[src/rtl/pm_pkg.sv]
// Shared constants and helpers for the octant range-reduction front end.
package pm_pkg;
    localparam int DW        = 8;
    localparam int LATENCY   = DW + 2;
    localparam int FLAG_RNEG = 2;
    localparam int FLAG_INEG = 1;
    localparam int FLAG_SWAP = 0;
    localparam logic [DW-1:0] Q_SAT = 8'hFF;

    typedef logic [2:0] octant_t;

    // Magnitude of a two's-complement value as unsigned; -128 maps to 128.
    function automatic logic [DW-1:0] abs_mag(input logic [DW-1:0] x);
        return x[DW-1] ? (~x + 1'b1) : x;
    endfunction
endpackage

[src/rtl/pattern_match_if.sv]
// Sample-in / ratio-out bus of the octant folding front end.
interface pattern_match_if;
    import pm_pkg::*;

    logic          val_i;
    logic [DW-1:0] real_i;
    logic [DW-1:0] imag_i;
    logic [DW-1:0] into_atan_poly;
    octant_t       case_flag;
    logic          val_o;

    modport master (
        output val_i, real_i, imag_i,
        input  into_atan_poly, case_flag, val_o
    );

    modport slave (
        input  val_i, real_i, imag_i,
        output into_atan_poly, case_flag, val_o
    );
endinterface

[src/rtl/pm_div_stage.sv]
// One registered restoring-division step; STEP selects which quotient bit it resolves.
module pm_div_stage
    import pm_pkg::*;
#(
    parameter int STEP = 0
) (
    input  logic          clk,
    input  logic          rst,
    input  logic [DW-1:0] rem,
    input  logic [DW-1:0] divisor,
    input  logic [DW-1:0] quot,
    output logic [DW-1:0] rem_reg,
    output logic [DW-1:0] divisor_reg,
    output logic [DW-1:0] quot_reg
);
    logic [DW:0]   rem2;
    logic [DW:0]   rem_diff;
    logic          ge;
    logic [DW-1:0] rem_next;
    logic [DW-1:0] quot_next;

    // The remainder never exceeds the divisor, so the doubled value fits in DW+1 bits.
    always_comb begin
        rem2      = {rem, 1'b0};
        rem_diff  = rem2 - {1'b0, divisor};
        ge        = (rem2 >= {1'b0, divisor});
        rem_next  = ge ? rem_diff[DW-1:0] : rem2[DW-1:0];
        quot_next = quot;
        quot_next[DW-1-STEP] = ge;
    end

    always_ff @(posedge clk) begin
        if (rst) begin
            rem_reg     <= '0;
            divisor_reg <= '0;
            quot_reg    <= '0;
        end else begin
            rem_reg     <= rem_next;
            divisor_reg <= divisor;
            quot_reg    <= quot_next;
        end
    end
endmodule

[src/rtl/pattern_match.sv]
// Folds a complex sample into the first octant and emits min/max as a Q0.8 ratio.
module pattern_match
    import pm_pkg::*;
(
    input logic             clk,
    input logic             rst,
    pattern_match_if.slave  bus
);
    logic [DW-1:0]      a_reg, b_reg;
    logic               sr_reg, si_reg;
    logic [DW-1:0]      mn_reg, mx_reg;
    logic               swap;
    logic [DW-1:0]      mn_next, mx_next;
    octant_t            flag_next;
    octant_t            flag_reg [0:DW];
    logic [LATENCY-1:0] val_pipe_reg;

    logic [DW-1:0] rem_w  [0:DW];
    logic [DW-1:0] div_w  [0:DW];
    logic [DW-1:0] quot_w [0:DW];
    logic [2*DW-1:0] unused_tail;

    always_ff @(posedge clk) begin
        if (rst) begin
            a_reg  <= '0;
            b_reg  <= '0;
            sr_reg <= 1'b0;
            si_reg <= 1'b0;
        end else begin
            a_reg  <= abs_mag(bus.real_i);
            b_reg  <= abs_mag(bus.imag_i);
            sr_reg <= bus.real_i[DW-1];
            si_reg <= bus.imag_i[DW-1];
        end
    end

    // A zero divisor only occurs for a 0+0j sample; dividing 0 by 1 yields q=0 and
    // the octant code is already 000, so no separate zero flag is needed downstream.
    // Equal magnitudes make every step subtract, which saturates q to all ones.
    always_comb begin
        swap      = (b_reg > a_reg);
        mx_next   = swap ? b_reg : a_reg;
        mn_next   = swap ? a_reg : b_reg;
        flag_next = '0;
        flag_next[FLAG_RNEG] = sr_reg;
        flag_next[FLAG_INEG] = si_reg;
        flag_next[FLAG_SWAP] = swap;
        if (mx_next == '0) begin
            mx_next = {{(DW-1){1'b0}}, 1'b1};
        end
    end

    always_ff @(posedge clk) begin
        if (rst) begin
            mn_reg <= '0;
            mx_reg <= '0;
            for (int i = 0; i <= DW; i++) begin
                flag_reg[i] <= '0;
            end
            val_pipe_reg <= '0;
        end else begin
            mn_reg      <= mn_next;
            mx_reg      <= mx_next;
            flag_reg[0] <= flag_next;
            for (int i = 1; i <= DW; i++) begin
                flag_reg[i] <= flag_reg[i-1];
            end
            val_pipe_reg <= {val_pipe_reg[LATENCY-2:0], bus.val_i};
        end
    end

    assign rem_w[0]  = mn_reg;
    assign div_w[0]  = mx_reg;
    assign quot_w[0] = '0;

    generate
        for (genvar gi = 0; gi < DW; gi++) begin : g_div
            pm_div_stage #(.STEP(gi)) u_stage (
                .clk         (clk),
                .rst         (rst),
                .rem         (rem_w[gi]),
                .divisor     (div_w[gi]),
                .quot        (quot_w[gi]),
                .rem_reg     (rem_w[gi+1]),
                .divisor_reg (div_w[gi+1]),
                .quot_reg    (quot_w[gi+1])
            );
        end
    endgenerate

    assign unused_tail = {rem_w[DW], div_w[DW]};

    assign bus.into_atan_poly = quot_w[DW];
    assign bus.case_flag      = flag_reg[DW];
    assign bus.val_o          = val_pipe_reg[LATENCY-1];
endmodule

[src/flat_wrapper.sv]
// flat-port wrapper written by rule: the top's interface ports become plain ports
module pattern_match_flat import pm_pkg::*;
  (clk, rst, bus_val_i, bus_real_i, bus_imag_i, bus_into_atan_poly, bus_case_flag, bus_val_o);
  pattern_match_if bus_i ();
  input logic clk;
  input logic rst;
  input wire logic [$bits(bus_i.val_i)-1:0] bus_val_i;
  input wire logic [$bits(bus_i.real_i)-1:0] bus_real_i;
  input wire logic [$bits(bus_i.imag_i)-1:0] bus_imag_i;
  output wire logic [$bits(bus_i.into_atan_poly)-1:0] bus_into_atan_poly;
  output wire logic [$bits(bus_i.case_flag)-1:0] bus_case_flag;
  output wire logic [$bits(bus_i.val_o)-1:0] bus_val_o;
  assign bus_i.val_i = bus_val_i;
  assign bus_i.real_i = bus_real_i;
  assign bus_i.imag_i = bus_imag_i;
  assign bus_into_atan_poly = bus_i.into_atan_poly;
  assign bus_case_flag = bus_i.case_flag;
  assign bus_val_o = bus_i.val_o;
  pattern_match u_core (.clk(clk), .rst(rst), .bus(bus_i));
endmodule
[config.mk]
export PLATFORM = sky130hd
export DESIGN_NAME = pattern_match_flat
export DESIGN_NICKNAME = d
export VERILOG_FILES = /design/src/rtl/pm_pkg.sv /design/src/rtl/pattern_match_if.sv /design/src/rtl/pm_div_stage.sv /design/src/rtl/pattern_match.sv /design/src/flat_wrapper.sv
export SDC_FILE = /design/constraint.sdc
export NUM_CORES = 1
export LEC_CHECK = 0
export BUFFER_PORTS_ARGS = -buffer_cell sky130_fd_sc_hd__buf_2
export CORE_MARGIN = 1
export CORE_UTILIZATION = 44
export CTS_CLUSTER_DIAMETER = 200
export DETAILED_ROUTE_END_ITERATION = 10
export PLACE_DENSITY_LB_ADDON = 0.05
export SLEW_MARGIN = 5
export SYNTH_ARGS = -nofsm -noshare
export SYNTH_HDL_FRONTEND = slang
export SYNTH_SLANG_ARGS = --single-unit
[constraint.sdc]
create_clock -name clk -period 2.7 [get_ports clk]
set_clock_uncertainty 0.15 [all_clocks]
set_input_delay 0.405 -clock clk [delete_from_list [all_inputs] [get_ports clk]]
set_output_delay 0.405 -clock clk [all_outputs]
set_load 0.02 [all_outputs]
==> metrics.md <==
| Metric | Value |
|---|---|
| Status | finished, final reports clean |
| Final hold slack | 14.2 ps |
| Core area | 22100 um2 |
| CP Launch Type | flip-flop |
| Clk slew on worst S/H paths | 60 ps |
| Clock Power Share | 0.299 |
| CTS H-tree lvls | 1 |
| Die Wd | 153 um |
| CP arrival | 2480 ps |
| Hpwl dp | 14400 um |
| Hold path depth | 3 |
| DRC Markers | 0 |
| Drt pass-1 iters | 5 |
| Avg WL per Cell | 13.9 um |
| Final Max Tran Viols | 0 |
| Worst Max-Slew Pin Slew | 504 ps |
| Die area | 23500 um2 |
| Slew Limit Headroom | 0.662 |
| Root buf cell | clkbuf_16 |
| Combinational share of power | 0.362 |
| Logic depth of the worst path, buffers included | 7 |
| Syn_nets | 1200 |
| Number of buffers created by CTS | 24 |
| N_diodes | 0 |
| Int Pwr | 7.49 mW |
| Total Wirelength | 19900 um |
| Average size of a mapped cell | 9.13 um2 |
| Sw frac | 0.334 |
| Clock Path Buffers | 3 |
| Synth Area in XOR/XNOR | 0.00958 |
| Register bit total from synthesis | 219 |
| Syn Inst Count | 1101 |
| Yosys Warn Count | 0 |
| Remaining Overflow, GRT | 0 |
| Drt initial violations | 344 |
| Synth Area in Adders | 0.105 |
| Synth Area in Compound Gates | 0.162 |
| Post-synthesis sequential area ratio | 0.436 |
| Commonest non-fill, non-tap cells in the layout | 219 x dfxtp_1, 144 x nor2_1, 99 x inv_1 |
| RSZ-0062 raised after global routing | false |
| Syn Std Cell Area | 10100 um2 |
| Fmax achieved | 450 MHz |
| Post-route cell area | 11400 um2 |
| DR vias/cell | 5.12 |
| Crit-path cells | inv_1, ha_1, nor2b_1, o211ai_1, a211o_1, nand2_1, a211oi_1 |
| Simple-Gate Fraction of Synth Area | 0.198 |
| Max Cap Viol | 0 |
| Maximum VDD drop | 0.410 mV |
| EDFF count, synth | 0 |
| Reg2Reg Setup Slack | 480 ps |
| Gr usage total | 0.172 |
| Fillers | 2095 |
| IO Pins | 31 |
| Dpl cells | 1386 |
| CP Max Fanout | 17 |
| Largest net degree at the start of global routing | 65 |
| CP Class | flip-flop to flip-flop |
| Clock Sink Count | 219 |
| Critical path buffers and inverters | 1 |
| Largest family of logic cells by synthesized area | simple AND/OR/NAND/NOR gates |
| Initial antenna violation count | 0 |
| Area grow syn2layout | 12.9% |
| Share of power burned in registers | 0.338 |
| Worst Reg-to-Reg Cells | 7 |
| Dominant synthesized flop cell | dfxtp_1 |
| Power per cell area | 991 nW/um2 |
| First-pass GRT wire length | 33400 um |
| Worst path slowest cell | a211o_1 |
| Post-synthesis mux area share | 0.0362 |
| Vias after detailed routing | 7330 |
| Hold WC Path Type | input port to flip-flop |
| PortBufs | 30 |
| Reg2reg start | u_core.a_reg[1] |
| Min Tclk post-route | 2220 ps |
| Gp weighted congestion | 0.815 |
| DP Area | 10500 um2 |
| Max stage delay on crit path | 510 ps |
| Leakage | 4.55 nW |
| Worst Path Required | 2950 ps |
| ANT nets after route | 0 |
| Layout cells sized above 1 | 0.121 |
| Vias in the first global route | 6998 |
| Final core utilization | 0.514 |
| Starting Density | 0.455 |
| Psw | 3.76 mW |
| Final net count | 1236 |
| Worst r2r dst | u_core.mx_reg[0] |
| Tcrit/Tclk final | 0.823 |
| TritonCTS clock tree | yes |
| CP Launch Point | u_core.a_reg[1] |
| Delay-heaviest family, CP | compound AO/OA/AOI/OAI gates |
| Site row count | 54 |
| Critical path capture point type | flip-flop |
| Die H | 153 um |
| Final Hold Viols | 0 |
| Async SR Flop Fraction | 0 |
| Most common cell after layout, fill and taps aside | dfxtp_1 |
| Clock Latency Late Sink | 500 ps |
| Post-synthesis cell type count | 60 |
| Final Non-Filler Cells | 1431 |
| Critical Path End | u_core.mx_reg[0] |
| Final Setup Violations | 0 |
| Setup TNS | 0 ps |
==> tightest hold or removal path: cells and delay by family <==
family,cells,cell delay (ps)
muxes,1,60
and+or+nand+nor,1,80
buffers and inverters,1,90
==> what timing repair did <==
item | in CTS | in global routing
hold endpoints to repair | 4 | 0
hold buffers | 5 | 0
setup buffers | 0 | 0
gates resized for setup | 0 | 0
==> power groups by stage <==
stage	registers (mW)	logic [mW]	clock network (mW)
final	3.81	4.08	3.37
after global routing	3.85	4.53	3.60
after CTS	3.81	4.08	3.48
after detailed placement	3.88	4.05	0
after global placement	3.88	4.06	0
after floorplan	3.83	3.29	0
==> cells in the mapped netlist (2+ instances only) <==
master	instances	area (um2)
xnor2_1	3	26.3
o22ai_1	7	43.8
o41ai_1	7	61.3
nand3_1	32	160
o21a_1	17	128
a21o_1	2	15.0
o211ai_2	12	150
mux2_2	17	191
a31oi_1	2	12.5
inv_1	99	372
xor2_1	8	70.1
dfxtp_1	219	4380
o21ba_2	6	60.1
a41oi_1	11	96.3
a211o_1	7	61.3
or4_1	2	15.0
o21ai_2	2	17.5
nor4_1	5	31.3
a31oi_2	3	37.5
a21oi_1	62	310
mux2i_1	15	150
o21ai_4	6	97.6
nand4_1	9	56.3
nand2_1	43	161
or3_1	2	12.5
clkbuf_1	17	63.8
or4b_1	5	50.1
or2_2	6	37.5
nand3_2	3	30.0
nand2b_1	18	113
nor2_1	144	541
fa_1	7	140
buf_2	11	55.1
a31oi_4	3	63.8
o31ai_1	5	37.5
nor2b_1	96	601
o21ai_0	45	225
a211oi_1	8	60.1
o211ai_1	6	45.0
mux2_1	2	22.5
ha_1	73	913
o21ai_1	6	30.0
nor3_1	28	140
buf_4	4	30.0
==> worst min-delay path by stage <==
stage,startpoint,to
finish,bus_imag_i[1],u_core.b_reg[1]
global route,bus_imag_i[1],u_core.b_reg[1]
CTS,bus_imag_i[1],u_core.b_reg[1]
detailed placement,u_core.g_div[2].u_stage.quot_reg[5],u_core.g_div[3].u_stage.quot_reg[5]
global placement,u_core.val_pipe_reg[5],u_core.val_pipe_reg[6]
floorplan,u_core.flag_reg[0][7],u_core.flag_reg[0][10]
==> stage by stage <==
stage | setup WS, ps | power, mW
floorplan | 712 | 7.13
finish | 477 | 11.3
global placement | 494 | 7.95
global route | 283 | 12.0
detailed placement | 501 | 7.93
CTS | 481 | 11.4
==> routing by layer <==
layer  vias to the layer above  GRT usage  wire [um]  share of wire
met2                        95      0.287       9120           0.46
met1                      3368      0.231       9730           0.49
met4                         0     0.0428        357          0.018
met5                         -          0          0              0
li1                       3839          -          -              -
met3                        28     0.0247        649          0.033
==> kinds of logic (layout without fill, tap and decap cells) <==
kind of cell	count (synthesis)	count (layout)
xor+xnor	11	11
simple gates	398	398
flops	219	219
mux	34	34
fa+ha+maj	80	80
buf+inv	134	184
compound gates	225	225
==> cell type report <==
type / count / area, um2 / area share
Clock buffer: 31 / 668 / 0.0589
Inverter: 99 / 372 / 0.0327
Multi-Input combinational cell: 748 / 5130 / 0.452
Clock inverter: 9 / 153 / 0.0134
Tap cell: 280 / 350 / 0.0309
Sequential cell: 219 / 4380 / 0.386
Timing Repair Buffer: 45 / 294 / 0.0259
No activity file was read; power rests on OpenSTA's default activity.
